File: src/rtl/shift_multiplier_if.sv
// Operand/result bundle for the shift-and-add multiplier.
// The master side supplies operands and the start request; the slave side
// (the multiplier itself) returns the product together with busy/done status.
interface shift_multiplier_if #(
    parameter int size = 6
);
    logic [size-1:0]   multiplier;
    logic [size-1:0]   multiplicand;
    logic              start;
    logic [2*size-1:0] product;
    logic              busy;
    logic              done;

    modport master (
        output multiplier,
        output multiplicand,
        output start,
        input  product,
        input  busy,
        input  done
    );

    modport slave (
        input  multiplier,
        input  multiplicand,
        input  start,
        output product,
        output busy,
        output done
    );
endinterface

File: src/rtl/shift_multiplier.sv
// Sequential unsigned shift-and-add multiplier.
// One multiplier bit is resolved per clock, LSB first. An operation takes
// `size` cycles in BUSY plus one cycle in DONE, after which the product
// register is loaded and a one-cycle done pulse is raised. Operands are
// captured on the start edge, so later changes on the bus have no effect.
module shift_multiplier #(
    parameter int size = 6
) (
    input  logic              clk,
    input  logic              rst,
    shift_multiplier_if.slave bus
);

    localparam int cnt_w = $clog2(size + 1);
    localparam logic [cnt_w-1:0] last_count = cnt_w'(size - 1);

    localparam logic [1:0] IDLE = 2'd0;
    localparam logic [1:0] BUSY = 2'd1;
    localparam logic [1:0] DONE = 2'd2;

    logic [1:0]        state;
    logic [1:0]        state_next;
    logic [2*size-1:0] a;
    logic [size-1:0]   b;
    logic [2*size-1:0] acc;
    logic [cnt_w-1:0]  count;
    logic [2*size-1:0] result;
    logic              busy_flag;
    logic              done_flag;

    // Next-state selection: start is only honoured in IDLE, BUSY ends after the last bit
    always_comb begin
        state_next = state;
        case (state)
            IDLE: begin
                if (bus.start) begin
                    state_next = BUSY;
                end
            end
            BUSY: begin
                if (count == last_count) begin
                    state_next = DONE;
                end
            end
            DONE: begin
                state_next = IDLE;
            end
            default: begin
                state_next = IDLE;
            end
        endcase
    end

    // State register; an asynchronous reset aborts any operation in flight
    always_ff @(posedge clk or posedge rst) begin
        if (rst) begin
            state <= IDLE;
        end else begin
            state <= state_next;
        end
    end

    // Datapath: capture operands on start, then add-and-shift once per BUSY cycle
    always_ff @(posedge clk or posedge rst) begin
        if (rst) begin
            a     <= '0;
            b     <= '0;
            acc   <= '0;
            count <= '0;
        end else begin
            case (state)
                IDLE: begin
                    if (bus.start) begin
                        a     <= {{size{1'b0}}, bus.multiplicand};
                        b     <= bus.multiplier;
                        acc   <= '0;
                        count <= '0;
                    end
                end
                BUSY: begin
                    if (b[0]) begin
                        acc <= acc + a;
                    end
                    a     <= a << 1;
                    b     <= b >> 1;
                    count <= count + 1'b1;
                end
                default: begin
                    a     <= a;
                    b     <= b;
                    acc   <= acc;
                    count <= count;
                end
            endcase
        end
    end

    // Registered status and result: busy covers BUSY and DONE, done pulses as the product loads
    always_ff @(posedge clk or posedge rst) begin
        if (rst) begin
            result    <= '0;
            busy_flag <= 1'b0;
            done_flag <= 1'b0;
        end else begin
            done_flag <= 1'b0;
            case (state)
                IDLE: begin
                    if (bus.start) begin
                        busy_flag <= 1'b1;
                    end
                end
                DONE: begin
                    result    <= acc;
                    done_flag <= 1'b1;
                    busy_flag <= 1'b0;
                end
                default: begin
                    busy_flag <= busy_flag;
                end
            endcase
        end
    end

    assign bus.product = result;
    assign bus.busy    = busy_flag;
    assign bus.done    = done_flag;

endmodule

File: src/flat_wrapper.sv
// flat-port wrapper written by rule: the top's interface ports become plain ports
module shift_multiplier_flat 
#(
    parameter int size = 6
)
  (clk, rst, bus_multiplier, bus_multiplicand, bus_start, bus_product, bus_busy, bus_done);
  shift_multiplier_if #(.size(size)) bus_i ();
  input  logic clk;
  input  logic rst;
  input wire logic [$bits(bus_i.multiplier)-1:0] bus_multiplier;
  input wire logic [$bits(bus_i.multiplicand)-1:0] bus_multiplicand;
  input wire logic [$bits(bus_i.start)-1:0] bus_start;
  output wire logic [$bits(bus_i.product)-1:0] bus_product;
  output wire logic [$bits(bus_i.busy)-1:0] bus_busy;
  output wire logic [$bits(bus_i.done)-1:0] bus_done;
  assign bus_i.multiplier = bus_multiplier;
  assign bus_i.multiplicand = bus_multiplicand;
  assign bus_i.start = bus_start;
  assign bus_product = bus_i.product;
  assign bus_busy = bus_i.busy;
  assign bus_done = bus_i.done;
  shift_multiplier #(.size(size)) u_core (.clk(clk), .rst(rst), .bus(bus_i));
endmodule
File: config.mk
export PLATFORM = sky130hd
export DESIGN_NAME = shift_multiplier_flat
export DESIGN_NICKNAME = d
export VERILOG_FILES = /design/src/rtl/shift_multiplier_if.sv /design/src/rtl/shift_multiplier.sv /design/src/flat_wrapper.sv
export SDC_FILE = /design/constraint.sdc
export NUM_CORES = 1
export LEC_CHECK = 0
export BUFFER_PORTS_ARGS = -buffer_cell sky130_fd_sc_hd__buf_2
export CAP_MARGIN = 25
export CELL_PAD_IN_SITES_DETAIL_PLACEMENT = 0
export CELL_PAD_IN_SITES_GLOBAL_PLACEMENT = 1
export CORE_MARGIN = 1.5
export CORE_UTILIZATION = 46
export CTS_CLUSTER_DIAMETER = 100
export DETAILED_ROUTE_END_ITERATION = 6
export GPL_TIMING_DRIVEN = 1
export HOLD_SLACK_MARGIN = 0.1
export PLACE_DENSITY_LB_ADDON = 0.1
export SLEW_MARGIN = 20
export SYNTH_ARGS = -nofsm -noshare
export SYNTH_HDL_FRONTEND = slang
export SYNTH_SLANG_ARGS = --single-unit
File: constraint.sdc
create_clock -name clk -period 2.3 [get_ports clk]
set_clock_uncertainty 0.15 [all_clocks]
set_input_delay 0.23 -clock clk [delete_from_list [all_inputs] [get_ports clk]]
set_output_delay 0.23 -clock clk [all_outputs]
set_load 0.05 [all_outputs]
==> flow_summary.ini, run 1 <==
[timing]
grt_setup_unrepaired = no
final-setup-viol-count = 0
final-hold-violation-count = 0
min_period_over_period_pct = 94.0
report.final.slew_viol_count = 0
fin_crit_ns = 2.16
fin_tns_setup_ns = 0
final.setup.worst_slack_ns = 0.139
achievable-frequency_ghz = 0.463
slew-limit-headroom_pct = 59.3
timing_worst_slew_pin_value_ns = 0.609

[floorplan]
std_cell_rows = 27
die_height_um = 77.8
initial_utilization_pct = 47.4
design.core.area_um2 = 5440
die_width_um = 77.8
die_ar_um2 = 6060
io_pins = 29

[worst_hold_path]
hold_path.class = primary input to flip-flop
holdCritStartpoint = bus_multiplicand[0]

[yosys]
yosys_warnings = 0
seq_area_frac_synth_pct = 47.6
yosys.area_share.xor_xnor_pct = 2.04
synth-seq-cells = 49
synth.avg_cell_area_um2 = 10.9
synth_simple_gate_area_share_pct = 11.8
synth.area.mux_share_pct = 9.52
netlist_area_um2 = 2580
synth_edf_count = 0
post_synth_inst_count = 236
synth_async_sr_flop_share_pct = 100
synth_compound_area_share_pct = 17.4
ys_dominant_reg_cell = dfrtp_1
synth_top_family_by_area = compound AO/OA/AOI/OAI gates
syn_nets = 265
synth_fa_ha_area_share_pct = 7.09
synth_cell_type_count = 51

[clock_network]
tritoncts.num_buffers = 5
clock_latency_ns = 0.30
clock-sinks = 49
max-clock-path-buffers = 2
tritoncts_clock_tree = done
clk_pin_slew_ns = 0.09
cts_htree_levels = 2
cts.repair_timing.setup_buffer_count = 0
cts_root_buffer = clkbuf_8

[layout]
multiInputGateArea_um2 = 1250
drive_above_1_share_pct = 24.8
insertedDiodeCount = 0
syn2layout_area_growth_pct = 16.7
final_net_count = 306
regArea_um2 = 1230
final.fill_count = 483
instances_no_fill = 350
stdcell_area_um2 = 3010

[detailed_routing]
postRouteAntennaNets = 0
wl_per_cell_um = 14.9
dr_total_vias = 1899
detail_route.vias_per_cell = 5.43
detail_route.first_pass.iterations = 4
detail_route.drc_violations = 0
post_detailed_routing_wire_length_um = 5210
drt_iter0_drc = 116

[run]
drv_cap = 0

[critical_path]
worst-path-buf-inv = 0
worst_ep_arrival_time_ns = 2.21
critPathTopFamily = compound AO/OA/AOI/OAI gates
worst_path_max_delay_cell = fa_1
slowest_delay_ns = 0.43
ws_path_type = flip-flop to flip-flop
r2r-start = u_core.a[0]
critical_path.endpoint_type = flip-flop
startpoint = u_core.a[0]
worst_ep_required_time_ns = 2.35
timing.critical_path.cells = ha_1 > fa_1 > a21oi_2 > o21ai_2 > a211o_1 > a32o_1
critPathLaunchType = flip-flop
worst-path-max-fanout = 4

[global_route]
grt-ovfl-total = 0
number_of_antenna_violations_at_the_first_check_in_global_routing = 0
pin_count_of_the_biggest_net_entering_global_routing = 29
grt_first_pass_wirelength_um = 9220
first_global_vias = 1930
grt_use_total_pct = 19.4

[outcome]
status = finished clean

[placement]
gp_congestion = 0.761
dpl.hpwl_um = 3750
post-place-cells = 330
postPlaceCellArea_um2 = 2770
portBuffers = 28
pre_cts_ws_ns = 0.157

[pwr]
power_density_nw_per_um2 = 1400
p_leak_nw = 1.46
vdd_drop_max_mv = 0.523
==> synthesized netlist by cell type (4+ instances only) <==
cell type | number | area (um2)
mux2i_1 | 11 | 110
nor2b_1 | 4 | 25.0
nor2_1 | 5 | 18.8
o211ai_1 | 4 | 30.0
inv_1 | 5 | 18.8
dfrtp_1 | 49 | 1230
buf_6 | 4 | 45.0
a21oi_1 | 11 | 55.1
a22o_1 | 8 | 70.1
mux2_2 | 12 | 135
clkbuf_1 | 4 | 15.0
nand2_1 | 30 | 113
xnor2_1 | 5 | 43.8
ha_1 | 13 | 163
o21ai_0 | 19 | 95.1
==> metrics by stage <==
stage	hold WS [ns]	util [%]	power (mW)
after floorplan	0.234	-	3.24
after global placement	0.0818	50.9	3.63
after detailed placement	0.0868	50.9	3.64
after CTS	0.106	55.0	4.23
after global routing	0.109	55.3	4.58
final	0.105	55.3	4.21
==> final cells by class <==
cell class	instances	area share [%]
timing repair buffer	48	10.7
clock inverter	1	0.166
inverter	5	0.624
sequential	49	40.8
clock buffer	7	3.20
tap	72	3.00
multi-input combinational	168	41.6
==> worst min-delay path: stages <==
cell and delay [ns]:
buf_2 0.08, a21oi_1 0.06, o21ai_0 0.15
==> final timing paths <==
kind,end,slack (ns),depth (start not counted)
max,u_core.acc[6],0.14,6
min,u_core.a[0],0.11,3
max reg2reg,u_core.acc[6],0.14,6
min reg2reg,u_core.b[1],0.34,2
max in group asynchronous,u_core.a[1],1.14,4
min in group asynchronous,u_core.a[11],0.29,3
==> registers in the layout, indices dropped and copies added (netlist names) <==
signal              cells
u_core.a               12
u_core.acc             12
u_core.b                6
u_core.bus.busy         1
u_core.bus.done         1
u_core.bus.product     12
u_core.count            3
u_core.state            2
==> layer usage <==
layer | up-vias | global-route usage [%] | wire (um)
li1 | 933 | - | -
met1 | 938 | 24.6 | 2440
met2 | 21 | 33.3 | 2580
met3 | 7 | 4.24 | 116
met4 | 0 | 5.45 | 68
met5 | - | 0 | 0
==> logic make-up after synthesis <==
family,after synthesis
adder cells (fa/ha/maj),14
AO/OA/AOI/OAI,65
AND/OR/NAND/NOR,60
multiplexers,23
buffers and inverters,19
XOR/XNOR,6
flip-flops,49
==> repair_timing <==
action | 4_1_cts | 5_1_grt
hold buffers | 12 | 0
gates resized for setup | 0 | 1
endpoints found under the setup margin | 0 | 2
endpoints found under the hold margin | 27 | 0
==> layout by cell type (no fill, tap or decap), types with 5 or more instances in the layout <==
master / n
o21ai_0: 19
xnor2_1: 5
a22o_1: 8
dlygate4sd3_1: 12
nor2_1: 5
dfrtp_1: 49
mux2i_1: 11
buf_2: 28
ha_1: 13
buf_4: 8
mux2_2: 12
nand2_1: 30
a21oi_1: 11
clkbuf_8: 7
==> where the power goes <==
part | internal, mW | total, mW | leakage [nW] | switching [mW]
Clock | 0.272 | 0.559 | 0.0542 | 0.287
Combinational | 0.849 | 2.15 | 0.773 | 1.30
Sequential | 1.21 | 1.50 | 0.635 | 0.287
Note: power is estimated with default switching activity, not from simulation.
==> inputs of run 2 (changes only) <==
--- a/config.mk
+++ b/config.mk
@@ -7,10 +7,10 @@
 export LEC_CHECK = 0
 export BUFFER_PORTS_ARGS = -buffer_cell sky130_fd_sc_hd__buf_2
 export CAP_MARGIN = 25
-export CELL_PAD_IN_SITES_DETAIL_PLACEMENT = 0
-export CELL_PAD_IN_SITES_GLOBAL_PLACEMENT = 1
+export CELL_PAD_IN_SITES_DETAIL_PLACEMENT = 2
+export CELL_PAD_IN_SITES_GLOBAL_PLACEMENT = 2
 export CORE_MARGIN = 1.5
-export CORE_UTILIZATION = 46
+export CORE_UTILIZATION = 38
 export CTS_CLUSTER_DIAMETER = 100
 export DETAILED_ROUTE_END_ITERATION = 6
 export GPL_TIMING_DRIVEN = 1
==> flow_summary.ini, run 2 (synthesis gave the netlist of run 1 again) <==
[timing]
final-hold-violation-count = 0
min_period_over_period_pct = 94.7
final-setup-viol-count = 0
fin_crit_ns = 2.18
report.final.slew_viol_count = 0
worst_hold_slack_ns = 0.103
fin_tns_setup_ns = 0
achievable-frequency_ghz = 0.459
grt_setup_unrepaired = no
timing_worst_slew_pin_value_ns = 0.452
slew-limit-headroom_pct = 69.8

[critical_path]
cp.depth = 6
worst-path-buf-inv = 0
critPathTopFamily = compound AO/OA/AOI/OAI gates
critPathLaunchType = flip-flop
slowest_delay_ns = 0.43
cp-endpoint = u_core.acc[6]
worst_ep_required_time_ns = 2.36
critical_path.endpoint_type = flip-flop
timing.critical_path.cells = ha_1 > fa_1 > a21oi_2 > o21ai_2 > a211o_1 > a32o_1
r2r_setup_slack_ns = 0.12
r2r-start = u_core.a[0]
worst_path_max_delay_cell = dfrtp_1
worst-path-max-fanout = 4
startpoint = u_core.a[0]
timing.rr.end = u_core.acc[6]
worst_ep_arrival_time_ns = 2.24
worst_r2r_path_depth = 6
ws_path_type = flip-flop to flip-flop

[pwr]
p_leak_nw = 1.46
power_density_nw_per_um2 = 1450
vdd_drop_max_mv = 0.508

[detailed_routing]
wl_per_cell_um = 19.1
drt_iter0_drc = 60
post_detailed_routing_wire_length_um = 6700
dr_total_vias = 1943
postRouteAntennaNets = 0
detail_route.first_pass.iterations = 4
detail_route.drc_violations = 0
detail_route.vias_per_cell = 5.54

[placement]
dpl.hpwl_um = 4820
gp_congestion = 0.795
postPlaceCellArea_um2 = 2790
portBuffers = 28

[clock_network]
cts.repair_timing.setup_buffer_count = 0
tritoncts_clock_tree = done
clock-sinks = 49
cts_root_buffer = clkbuf_8
clk_pin_slew_ns = 0.10
tritoncts.num_buffers = 5
cts_htree_levels = 2
max-clock-path-buffers = 2
clock_latency_ns = 0.31

[run]
drv_cap = 0

[layout]
drive_above_1_share_pct = 24.5
stdcell_area_um2 = 3000
syn2layout_area_growth_pct = 16.5
final_net_count = 302
most_frequent_standard_cell_in_the_layout_excluding_fill_and_tap_cells = dfrtp_1
insertedDiodeCount = 0
commonest_non_fill_non_tap_cells_in_the_layout = dfrtp_1, nand2_1, buf_2

[outcome]
status = finished clean

[floorplan]
die_width_um = 85.3
std_cell_rows = 29
design.core.area_um2 = 6460
initial_utilization_pct = 39.9
die_height_um = 85.3
die_ar_um2 = 7280
io_pins = 29

[global_route]
first_global_vias = 2174
grt_first_pass_wirelength_um = 11300
grt-ovfl-total = 0
number_of_antenna_violations_at_the_first_check_in_global_routing = 0
pin_count_of_the_biggest_net_entering_global_routing = 50
grt_use_total_pct = 20.0

[worst_hold_path]
hold_path.class = primary input to flip-flop
run 2: cell types whose count changed in the layout (fill, tap and decap cells not counted), sizes merged:
cell | before | now
dlygate4sd3 | 12 | 10
buf | 36 | 34
clkbuf | 7 | 6
clkinv | 1 | 2
run 2: final cells by class:
cell class	instances	area, um2
sequential	49	1230
clock inverter	2	13.8
inverter	5	18.8
tap	77	96.3
clock buffer	6	82.6
fill	687	3460
timing repair buffer	44	310
multi-input combinational	168	1250
run 2: worst min-delay path by stage:
stage | endpoint | start | cells after the start | slack, ns
after detailed placement | u_core.bus.product[3] | rst | 3 | 0.15
after global routing | u_core.b[5] | bus_multiplier[5] | 3 | 0.10
final | u_core.b[5] | bus_multiplier[5] | 3 | 0.10
after global placement | u_core.acc[4] | rst | 3 | 0.14
after floorplan | u_core.bus.busy | bus_start | 2 | 0.23
after CTS | u_core.a[2] | bus_multiplicand[2] | 3 | 0.10
run 2: repair_timing:
item                                   4_1_cts  5_1_grt
setup endpoints to repair                    0        2
endpoints found under the hold margin       57        1
gates resized for setup                      0        2
hold buffers                                 9        1
run 2: power breakdown:
part           total [mW]  internal, mW  switching [mW]
combinational        2.27         0.860            1.42
sequential           1.52          1.21           0.310
clock               0.552         0.245           0.308
run 2: per-layer routing:
layer | up-vias | part of all wire (%) | global-route usage [%]
li1 | 920 | - | -
met3 | 8 | 1.6 | 3.21
met1 | 999 | 44 | 25.2
met4 | 0 | 1.5 | 5.28
met5 | - | 0 | 0
met2 | 16 | 52 | 35.8
run 2: per-stage QoR:
stage          std cells  power [mW]  utilization [%]  setup slack, ns
3_5_place_dp         333        3.78             43.1            0.118
5_1_grt              351        4.69             46.5           0.0256
6_report             351        4.34             46.5            0.122
2_1_floorplan        236        3.24                -            0.248
3_3_place_gp         333        3.68             43.1            0.184
4_1_cts              350        4.37             46.0            0.106
run 2: worst register-to-register path, cell delays in order, from the launching register on:
cell,delay [ns]
dfrtp_1,0.43
ha_1,0.25
fa_1,0.43
a21oi_2,0.18
o21ai_2,0.11
a211o_1,0.31
a32o_1,0.24
